[config.mk]
export PLATFORM = sky130hd
export DESIGN_NAME = rtc_timekeeper
export DESIGN_NICKNAME = d
export VERILOG_FILES = /design/src/rtl/rtc_pkg.sv /design/src/rtl/bcd_mod_counter.sv /design/src/rtl/rtc_timekeeper.sv
export SDC_FILE = /design/constraint.sdc
export NUM_CORES = 1
export LEC_CHECK = 0
export CORE_MARGIN = 3
export CORE_UTILIZATION = 50
export DETAILED_ROUTE_END_ITERATION = 10
export GPL_TIMING_DRIVEN = 0
export MAX_ROUTING_LAYER = met4
export PLACE_DENSITY = 0.76
export SLEW_MARGIN = 40
export SYNTH_ARGS = -nofsm -noshare
export SYNTH_HDL_FRONTEND = slang
export SYNTH_SLANG_ARGS = --single-unit
[constraint.sdc]
create_clock -name clk_i -period 7.56 [get_ports clk_i]
set_input_delay 1.512 -clock clk_i [delete_from_list [all_inputs] [get_ports clk_i]]
set_output_delay 1.512 -clock clk_i [all_outputs]
set_load 0.05 [all_outputs]
[src/rtl/rtc_pkg.sv]
// Shared types, limits and BCD helpers for the time-of-day core.
//   rtc_state_t : set-FSM state, encoded so the value doubles as the field-in-edit code
//   field_sel_t : 0 none, 1 HH, 2 MM, 3 SS
//   bcd2_t      : two-digit packed BCD byte
package rtc_pkg;

    localparam int unsigned HH_MAX = 23;
    localparam int unsigned MS_MAX = 59;

    typedef enum logic [1:0] {
        RUN    = 2'd0,
        SET_HH = 2'd1,
        SET_MM = 2'd2,
        SET_SS = 2'd3
    } rtc_state_t;

    typedef logic [1:0] field_sel_t;
    typedef logic [7:0] bcd2_t;

    // Two-digit BCD to binary (0..99).
    function automatic logic [6:0] bcd_to_bin(input bcd2_t v);
        return 7'(v[7:4]) * 7'd10 + 7'(v[3:0]);
    endfunction

    // Binary (0..99) to two-digit BCD.
    function automatic bcd2_t bin_to_bcd(input logic [6:0] b);
        return {4'(b / 7'd10), 4'(b % 7'd10)};
    endfunction

endpackage

[src/rtl/bcd_mod_counter.sv]
// Two-digit BCD modulo counter (0..MAX) with wrap in both directions.
//   clk_i   : system clock
//   clr_i   : synchronous clear to 00
//   inc_i   : step up (edit)            dec_i : step down (edit)
//   carry_i : step up (cascade from the lower field)
//   value_o : registered value          next_o : value after this cycle
//   carry_o : carry_i while at MAX (feeds the next field up)
module bcd_mod_counter
    import rtc_pkg::*;
#(
    parameter int unsigned MAX = 59
) (
    input  logic  clk_i,
    input  logic  clr_i,
    input  logic  inc_i,
    input  logic  dec_i,
    input  logic  carry_i,
    output bcd2_t value_o,
    output bcd2_t next_o,
    output logic  carry_o
);

    localparam bcd2_t MAX_BCD = bin_to_bcd(7'(MAX));

    bcd2_t value_q, value_d;

    // Next value: up-steps win over down-steps; callers keep them exclusive anyway.
    always_comb begin
        value_d = value_q;
        if (inc_i || carry_i) begin
            if (value_q == MAX_BCD)
                value_d = 8'h00;
            else if (value_q[3:0] == 4'd9)
                value_d = {value_q[7:4] + 4'd1, 4'd0};
            else
                value_d = {value_q[7:4], value_q[3:0] + 4'd1};
        end else if (dec_i) begin
            if (value_q == 8'h00)
                value_d = MAX_BCD;
            else if (value_q[3:0] == 4'd0)
                value_d = {value_q[7:4] - 4'd1, 4'd9};
            else
                value_d = {value_q[7:4], value_q[3:0] - 4'd1};
        end
    end

    always_ff @(posedge clk_i) begin
        if (clr_i) value_q <= 8'h00;
        else       value_q <= value_d;
    end

    assign value_o = value_q;
    assign next_o  = value_d;
    assign carry_o = carry_i && (value_q == MAX_BCD);

endmodule

[src/rtl/rtc_timekeeper.sv]
// Single-clock BCD time-of-day core with button-driven field setting, alarm and edit blink.
//   clk_i, rst_i        : clock, synchronous active-high reset
//   btn_mode/inc/dec_i  : debounced 1-cycle button pulses
//   mode_12h_i          : 1 = 12h display
//   alarm_wr/hh/mm/en_i : alarm load (BCD, 24h) and arm
//   time_bcd_o, pm_o    : display time {HH,MM,SS} and PM flag (combinational map of registers)
//   set_field_o         : field in edit; blink_o : visibility of that field
//   sec_tick_o          : pulse when time_bcd_o first shows a tick-advanced value
//   alarm_hit_o         : pulse on alarm match, coincident with sec_tick_o
module rtc_timekeeper
    import rtc_pkg::*;
#(
    parameter int unsigned F_CLK    = 50_000_000,
    parameter int unsigned F_TICK   = 1,
    parameter int unsigned BLINK_HZ = 2
) (
    input  logic        clk_i,
    input  logic        rst_i,
    input  logic        btn_mode_i,
    input  logic        btn_inc_i,
    input  logic        btn_dec_i,
    input  logic        mode_12h_i,
    input  logic        alarm_wr_i,
    input  logic [7:0]  alarm_hh_i,
    input  logic [7:0]  alarm_mm_i,
    input  logic        alarm_en_i,
    output logic [23:0] time_bcd_o,
    output logic        pm_o,
    output field_sel_t  set_field_o,
    output logic        blink_o,
    output logic        sec_tick_o,
    output logic        alarm_hit_o
);

    localparam int unsigned PRE_N = F_CLK / F_TICK;
    localparam int unsigned PRE_W = (PRE_N > 1) ? $clog2(PRE_N) : 1;
    localparam int unsigned BLK_N = F_CLK / (2 * BLINK_HZ);
    localparam int unsigned BLK_W = (BLK_N > 1) ? $clog2(BLK_N) : 1;

    if ((F_CLK % F_TICK) != 0) begin : g_bad_tick
        $error("rtc_timekeeper: F_CLK must be a multiple of F_TICK");
    end
    if ((F_CLK % (2 * BLINK_HZ)) != 0) begin : g_bad_blink
        $error("rtc_timekeeper: F_CLK must be a multiple of 2*BLINK_HZ");
    end

    rtc_state_t       state_q, state_d;
    logic [PRE_W-1:0] pre_q, pre_d;
    logic [BLK_W-1:0] blk_cnt_q, blk_cnt_d;
    logic             blink_q, blink_d;
    logic             sec_tick_q;
    logic             alarm_hit_q, alarm_hit_d;
    bcd2_t            al_hh_q, al_hh_d, al_mm_q, al_mm_d;

    logic             tick, inc_acc, dec_acc;
    bcd2_t            hh_q, mm_q, ss_q, hh_nx, mm_nx, ss_nx;
    logic             ss_carry, mm_carry, hh_carry_unused;
    logic [6:0]       hh_bin, hh_disp_bin;
    logic             al_valid;

    assign tick = (state_q == RUN) && (pre_q == PRE_W'(PRE_N - 1));

    // Set FSM: mode button advances and swallows any inc/dec in the same cycle.
    always_comb begin
        state_d = state_q;
        inc_acc = 1'b0;
        dec_acc = 1'b0;
        if (btn_mode_i) begin
            case (state_q)
                RUN:     state_d = SET_HH;
                SET_HH:  state_d = SET_MM;
                SET_MM:  state_d = SET_SS;
                default: state_d = RUN;
            endcase
        end else if (state_q != RUN) begin
            inc_acc = btn_inc_i && !btn_dec_i;
            dec_acc = btn_dec_i && !btn_inc_i;
        end
    end

    bcd_mod_counter #(.MAX(MS_MAX)) u_ss (
        .clk_i   (clk_i),
        .clr_i   (rst_i),
        .inc_i   (inc_acc && (state_q == SET_SS)),
        .dec_i   (dec_acc && (state_q == SET_SS)),
        .carry_i (tick),
        .value_o (ss_q),
        .next_o  (ss_nx),
        .carry_o (ss_carry)
    );

    bcd_mod_counter #(.MAX(MS_MAX)) u_mm (
        .clk_i   (clk_i),
        .clr_i   (rst_i),
        .inc_i   (inc_acc && (state_q == SET_MM)),
        .dec_i   (dec_acc && (state_q == SET_MM)),
        .carry_i (ss_carry),
        .value_o (mm_q),
        .next_o  (mm_nx),
        .carry_o (mm_carry)
    );

    bcd_mod_counter #(.MAX(HH_MAX)) u_hh (
        .clk_i   (clk_i),
        .clr_i   (rst_i),
        .inc_i   (inc_acc && (state_q == SET_HH)),
        .dec_i   (dec_acc && (state_q == SET_HH)),
        .carry_i (mm_carry),
        .value_o (hh_q),
        .next_o  (hh_nx),
        .carry_o (hh_carry_unused)
    );

    assign al_valid = (alarm_hh_i[3:0] <= 4'd9) && (alarm_hh_i <= 8'h23) &&
                      (alarm_mm_i[3:0] <= 4'd9) && (alarm_mm_i <= 8'h59);

    // Prescaler, blink timer and alarm next-state.
    always_comb begin
        pre_d       = pre_q + PRE_W'(1);
        blink_d     = blink_q;
        blk_cnt_d   = blk_cnt_q + BLK_W'(1);
        al_hh_d     = al_hh_q;
        al_mm_d     = al_mm_q;
        alarm_hit_d = 1'b0;

        // Held at 0 outside RUN, so the first tick after setting is a full period away.
        if (state_q != RUN || state_d != RUN || tick)
            pre_d = '0;

        if (state_d == RUN || btn_mode_i || inc_acc || dec_acc) begin
            blink_d   = 1'b1;
            blk_cnt_d = '0;
        end else if (blk_cnt_q == BLK_W'(BLK_N - 1)) begin
            blink_d   = !blink_q;
            blk_cnt_d = '0;
        end

        if (alarm_wr_i && al_valid) begin
            al_hh_d = alarm_hh_i;
            al_mm_d = alarm_mm_i;
        end

        // Match on the post-tick time so the hit lines up with sec_tick.
        alarm_hit_d = tick && alarm_en_i && (hh_nx == al_hh_q) &&
                      (mm_nx == al_mm_q) && (ss_nx == 8'h00);
    end

    always_ff @(posedge clk_i) begin
        if (rst_i) begin
            state_q     <= RUN;
            pre_q       <= '0;
            blk_cnt_q   <= '0;
            blink_q     <= 1'b1;
            sec_tick_q  <= 1'b0;
            alarm_hit_q <= 1'b0;
            al_hh_q     <= 8'h00;
            al_mm_q     <= 8'h00;
        end else begin
            state_q     <= state_d;
            pre_q       <= pre_d;
            blk_cnt_q   <= blk_cnt_d;
            blink_q     <= blink_d;
            sec_tick_q  <= tick;
            alarm_hit_q <= alarm_hit_d;
            al_hh_q     <= al_hh_d;
            al_mm_q     <= al_mm_d;
        end
    end

    // 12h display map; internal time stays 24h.
    always_comb begin
        hh_bin      = bcd_to_bin(hh_q);
        hh_disp_bin = hh_bin;
        pm_o        = 1'b0;
        if (mode_12h_i) begin
            pm_o = (hh_bin >= 7'd12);
            if (hh_bin == 7'd0)
                hh_disp_bin = 7'd12;
            else if (hh_bin > 7'd12)
                hh_disp_bin = hh_bin - 7'd12;
        end
    end

    assign time_bcd_o  = {bin_to_bcd(hh_disp_bin), mm_q, ss_q};
    assign set_field_o = field_sel_t'(state_q);
    assign blink_o     = blink_q;
    assign sec_tick_o  = sec_tick_q;
    assign alarm_hit_o = alarm_hit_q;

endmodule
Word level (Yosys, flattened, before mapping)
Index checks and enable logic that the tools add are counted.
{ "totals": {"ff_bits": 95, "in_bits": 24, "word_cells": 122} }
{ "op_classes": {"add_sub_neg": 16, "n_mul": 1, "div": 2, "magnitude_cmp": 6, "eq_ne": 13, "mux": 28, "reduce_logical": 45} }
{ "op_table": {"columns": ["op", "count"], "rows": [
  ["8-bit 2-to-1 mux", 18],
  ["8-bit logical NOT", 4],
  ["26-bit by 1-bit adder with 26-bit output, second input constant", 1],
  ["26-bit == test, second input constant", 1],
  ["24-bit by 1-bit adder with 24-bit output, second input constant", 1],
  ["4-bit by 1-bit adder with 4-bit output, second input constant", 6],
  ["24-bit == test, second input constant", 1],
  ["4-bit by 1-bit subtractor with 4-bit output, second input constant", 6],
  ["7-bit 2-to-1 mux", 3],
  ["1-bit logical AND", 19],
  ["8-bit by 7-bit == test with 1-bit output, second input constant", 2],
  ["8-bit == test", 2],
  ["4-bit == test, second input constant", 3],
  ["4-bit logical NOT", 3],
  ["8-bit by 6-bit == test with 1-bit output, second input constant", 1],
  ["4-bit less-or-equal comparator, second input constant", 2],
  ["8-bit by 6-bit less-or-equal comparator with 1-bit output, second input constant", 1],
  ["8-bit by 7-bit less-or-equal comparator with 1-bit output, second input constant", 1],
  ["1-bit logical OR", 8],
  ["7-bit by 4-bit adder with 7-bit output", 1],
  ["7-bit by 4-bit divider with 7-bit output, second input constant", 1],
  ["7-bit by 4-bit greater-or-equal comparator with 1-bit output, second input constant", 1],
  ["7-bit by 4-bit greater-than comparator with 1-bit output, second input constant", 1],
  ["7-bit logical NOT", 1],
  ["other kinds (13)", 23]
]} }

Logic depth before layout (Yosys ltp)
{ "logic_depth": {"word_depth": 11, "depth_mapped": 23, "mapped_depth_nobuf": 22} }

Hierarchy
A second synthesis with hierarchy kept.
{ "hier_totals": {"hier_cells": 796, "hier_area_um2": 6565.0} }
{ "modules_own_cells": {"columns": ["mod", "n_inst", "cells_per_inst", "area_per_inst_um2", "seq_area_each_um2"], "rows": [
  ["rtc_timekeeper", 1, 512, 4246.6, 1421.4],
  ["bcd_mod_counter (u_mm ...)", 2, 94, 755.7, 160.2],
  ["bcd_mod_counter (u_hh)", 1, 96, 807.0, 160.2]
]} }

Worst setup path before layout
OpenSTA, ideal clock, no wires.
{ "synth_timing": {"path_kind": "reg2out", "from": "reg u_hh.value_q[5] (netlist: u_hh.value_o[5])", "to": "out time_bcd_o[18]", "arrival_ns": 5.644, "required_ns": 6.048, "setup_slack_ns": 0.404, "path_stages_with_launch": 22, "n_path_buf": 1, "path_cell_list": "dfxtp_1 -> ha_1 -> ha_1 -> inv_1 -> fa_1 -> nand2b_1 -> or4_4 -> a22oi_4 -> mux2i_2 -> or3_1 -> buf_6 -> a22oi_1 -> o211ai_1 -> o21ai_0 -> ha_1 -> o21ai_0 -> nand2_1 -> nor2_1 -> or4_1 -> a31oi_1 -> a311o_2 -> mux2i_1"} }
{ "synth_via": {"elab_chain_len": 7, "word_cells_on_any_way": 9, "cone_classes": "add/sub: 2; mul: 1; div: 1; order compare: 1; mux: 3; reduce/logical: 1"} }
{ "synth_lines": {"columns": ["item", "line_no", "text"], "rows": [
  ["start, declared", "bcd_mod_counter.sv:25", "bcd2_t value_q, value_d;"],
  ["start signal, assigned", "bcd_mod_counter.sv:49", "else value_q <= value_d;"],
  ["4-bit by 3-bit multiplier with 6-bit output (*)", "rtc_pkg.sv:22", "return 7'(v[7:4]) * 7'd10 + 7'(v[3:0]);"],
  ["7-bit by 4-bit adder with 7-bit output (*)", "rtc_pkg.sv:22", null],
  ["7-bit by 4-bit subtractor with 7-bit output / 7-bit by 4-bit greater-than comparator with 1-bit output (equally long branches)", "rtc_timekeeper.sv:180, rtc_timekeeper.sv:179", null],
  ["7-bit 2-to-1 mux", "rtc_timekeeper.sv:179", "else if (hh_bin > 7'd12)"],
  ["7-bit 2-to-1 mux", "rtc_timekeeper.sv:177", "if (hh_bin == 7'd0)"],
  ["7-bit 2-to-1 mux (*)", "rtc_timekeeper.sv:175", "if (mode_12h_i) begin"],
  ["7-bit by 4-bit remainder unit with 7-bit output (*)", "rtc_pkg.sv:27", "return {4'(b / 7'd10), 4'(b % 7'd10)};"],
  ["end, declared", "rtc_timekeeper.sv:27", "output logic [23:0] time_bcd_o,"]
]} }
Mark *: on every way between the ends. The rest lies on a longest branch, timed or not.

Final worst setup path
Ends and elaborated chain as after synthesis.

==> impl_metrics.yaml <==
run_status:
  status: "finished clean"
global_routing:
  use_met3_pct: 4.51
  grt.busiest_layer: "met2"
  grt_max_degree: 17
  grt_antenna_before_repair: 0
  overflow: 0
  track_usage_pct: 22.7
  grt_pass1_wl_microns: 24300
  grt_use_met1_pct: 27.9
  use_met2_pct: 37.1
  grt_pass1_vias: 5338
logic_synthesis:
  synth_cells: 742
  async_flop_share_pct: 0
  synth_top_flop_cell: "dfxtp_1"
  yosysWarningCount: 0
  syn-num-nets: 801
  syn-cell-area_sq_um: 6060
  synth_cell_types: 78
  synth-seq-cells: 95
  synth_edf_count: 0
  seq_area_frac_synth_pct: 31.4
  syn_area_per_cell_sq_um: 8.17
detailed_routing:
  firstDrtPassIters: 5
  postRouteAntennaNets: 0
  viasPerCell: 5.73
  route.detailed.drc: 0
  initialDrtViolationCount: 311
  wl_per_cell_microns: 15.0
  num_vias: 5461
  wl_microns: 14300
floorplan:
  pin_count: 54
  dieArea_sq_um: 13500
  row_count: 39
  core_area_sq_um: 11600
  die_w_microns: 116
  initial_utilization_pct: 52.2
  die_y_microns: 116
sta:
  slew_headroom_pct: 51.1
  fmax_mhz: 137
  hold_violations: 0
  setup-tns-final_ns: 0
  fin_crit_ns: 7.30
  timing.final.max_slew_violations: 0
  setup_ws_ns: 0.263
  setup_viol: 0
  min_period_over_period_pct: 96.5
  skew_ns: 0.00639
  worstMarginPinSlew_ns: 0.733
worst_hold_path:
  hold_start: "blk_cnt_q[0]"
  worstHoldPathType: "reg -> reg"
critical_path:
  cp-startpoint: "u_hh.value_o[5]"
  start_kind: "flop"
  worstPathArrival_ns: 5.78
  cp-end-kind: "primary output"
  worstPathRequired_ns: 6.05
  critPathKind: "reg -> out"
  crit_fanout: 9
  r2r-start: "u_ss.value_o[0]"
clock_tree:
  clockRootBuffer: "clkbuf_16"
  numCtsBuffers: 9
  cts_hold_buf: 0
  cts_sinks: 95
  clk_latency_ns: 0.34
  clkSlewWorstSetupHoldPaths_ns: 0.07
  clk_path_buf_depth: 2
  htree_levels: 3
  cts_tree: "done"
finish:
  fin_cells: 953
  area_growth_pct: 17.1
  n_fill_cell: 1019
  multi_input_area_sq_um: 3980
  antenna_cells: 0
  drive_gt1_share_pct: 7.16
  nets: 864
  regArea_sq_um: 1910
power:
  p_per_area_nw_per_um2: 150
  finalPower_w: 0.00106
  ir_drop_v: 0.000108
  p_leak_nw: 2.59
run:
  maxCapViolCount: 0
place:
  place_congestion: 0.942
  placed_cells: 935
  place_ws_ns: -0.304
  place_hpwl_microns: 10900
  io_buffers: 50
-- what timing repair did --
item	4_1_cts	5_1_grt
setup buffers	0	2
resized for setup	15	16
setup endpoints to repair	3	3
pin swaps	0	1
-- area by class of cell --
| cell class | count | share of cell area [%] |
|---|---|---|
| multi-input combinational | 591 | 56.1 |
| sequential | 95 | 26.9 |
| timing repair buffer | 52 | 7.12 |
| clock buffer | 10 | 3.23 |
| tap | 143 | 2.52 |
| inverter | 35 | 1.85 |
| buffer | 21 | 1.34 |
| clock inverter | 6 | 0.987 |
-- sequential cells by signal, indices dropped and copies added, names as in the netlist --
signal,cells
sec_tick_o,1
set_field_o,2
pre_q,26
u_ss.value_o,8
blink_o,1
al_mm_q,8
al_hh_q,8
u_mm.value_o,8
u_hh.value_o,8
alarm_hit_o,1
blk_cnt_q,24
-- layer usage --
| metal | part of all wire, % | wire length [microns] |
|---|---|---|
| met5 | 0 | 0 |
| met4 | 2.1 | 301 |
| met3 | 4.7 | 672 |
| met2 | 48 | 6840 |
| met1 | 45 | 6520 |
-- cells in the final DEF (no fill, tap or decap), drive strengths merged, types with 4 or more instances in the layout --
cell type / count
a22oi: 5
nand4: 4
clkdlybuf4s50: 47
nand3: 41
nor4: 10
or4: 4
a221oi: 4
o22ai: 6
o21ai: 23
dfxtp: 95
nor3b: 4
a31oi: 9
mux2i: 29
and4: 7
and3: 19
nor3: 14
buf: 7
a22o: 5
nor2b: 13
ha: 33
a21oi: 24
and2: 11
xor2: 32
or3: 6
a211oi: 5
clkbuf: 29
nor2: 120
xnor2: 35
nand2b: 8
inv: 36
nand2: 56
a21o: 5
-- worst max-delay path: stages, from the launching register on --
cell      delay, ns
dfxtp_4        0.38
ha_1           0.30
ha_1           0.19
inv_1          0.06
fa_1           0.47
xnor3_4        0.44
and4_1         0.23
o22a_1         0.24
o21a_1         0.16
o21ai_0        0.50
o22ai_4        0.16
nor2_2         0.21
o211ai_1       0.13
o21ai_0        0.14
ha_2           0.27
o21ai_0        0.12
nand2_1        0.10
nor2_1         0.04
or4_1          0.54
a31oi_1        0.17
a311o_2        0.17
mux2i_1        0.19
buf_4          0.22
-- logic make-up after synthesis --
kind of cell             synth area share [%]
multiplexers                             5.47
AND/OR/NAND/NOR                          27.2
flip-flops                               31.4
XOR/XNOR                                 10.5
buffers and inverters                    3.74
AO/OA/AOI/OAI                            14.3
adder cells (fa/ha/maj)                  7.47
-- where the power goes --
part	internal (W)	switching [W]	total [W]
Clock	0.000258	0.000197	0.000455
Combinational	0.0000399	0.0000590	0.0000989
Sequential	0.000503	0.00000460	0.000508
Total	0.000801	0.000261	0.00106
-- worst paths after layout --
kind                                       end  slack, ns  cells after the start
worst max-delay path            time_bcd_o[18]       0.26                     22
worst min-delay path              blk_cnt_q[0]       0.48                      1
worst max register to register     alarm_hit_o       3.36                     12
worst min register to register    blk_cnt_q[0]       0.48                      1
-- synthesized netlist by cell type (3+ instances only) --
cell      instances  share of area (%)
xor2_1           32                4.6
nor3_1           14                1.2
a21o_1            4               0.50
dfxtp_1          95                 31
nand2b_1          8               0.83
nor2_1          118                7.3
a22oi_1           4               0.50
nand2_1          56                3.5
nor2b_1          13                1.3
o21ai_0          23                1.9
a22o_1            5               0.72
nor4_1           10                1.0
o22ai_1           5               0.52
xnor2_1          35                5.1
or4_1             3               0.37
and4_1            7                1.0
ha_1             33                6.8
nor3b_1           4               0.50
inv_1            35                2.2
a211oi_1          5               0.62
nand3_1          41                3.4
o221ai_1          3               0.43
a31oi_1           9               0.93
o21a_1            3               0.37
mux2i_1          28                4.6
nand4_1           4               0.41
a21oi_1          24                2.0
clkbuf_1         18                1.1
or3_1             6               0.62
a221oi_1          4               0.58
o31ai_1           3               0.37
and3_1           17                1.8
a41oi_1           3               0.43
nand3b_1          3               0.37
and2_1           10                1.0
-- metrics by stage --
step | hold WS (ns) | instance area (sq um) | utilization, %
4_1_cts | 0.496 | 7060 | 60.8
3_3_place_gp | 0.444 | 6740 | 58.0
3_5_place_dp | 0.479 | 6740 | 58.0
6_report | 0.482 | 7100 | 61.1
2_1_floorplan | 0.430 | 6060 | -
5_1_grt | 0.513 | 7100 | 61.1
Note: power is estimated with default switching activity, not from simulation.
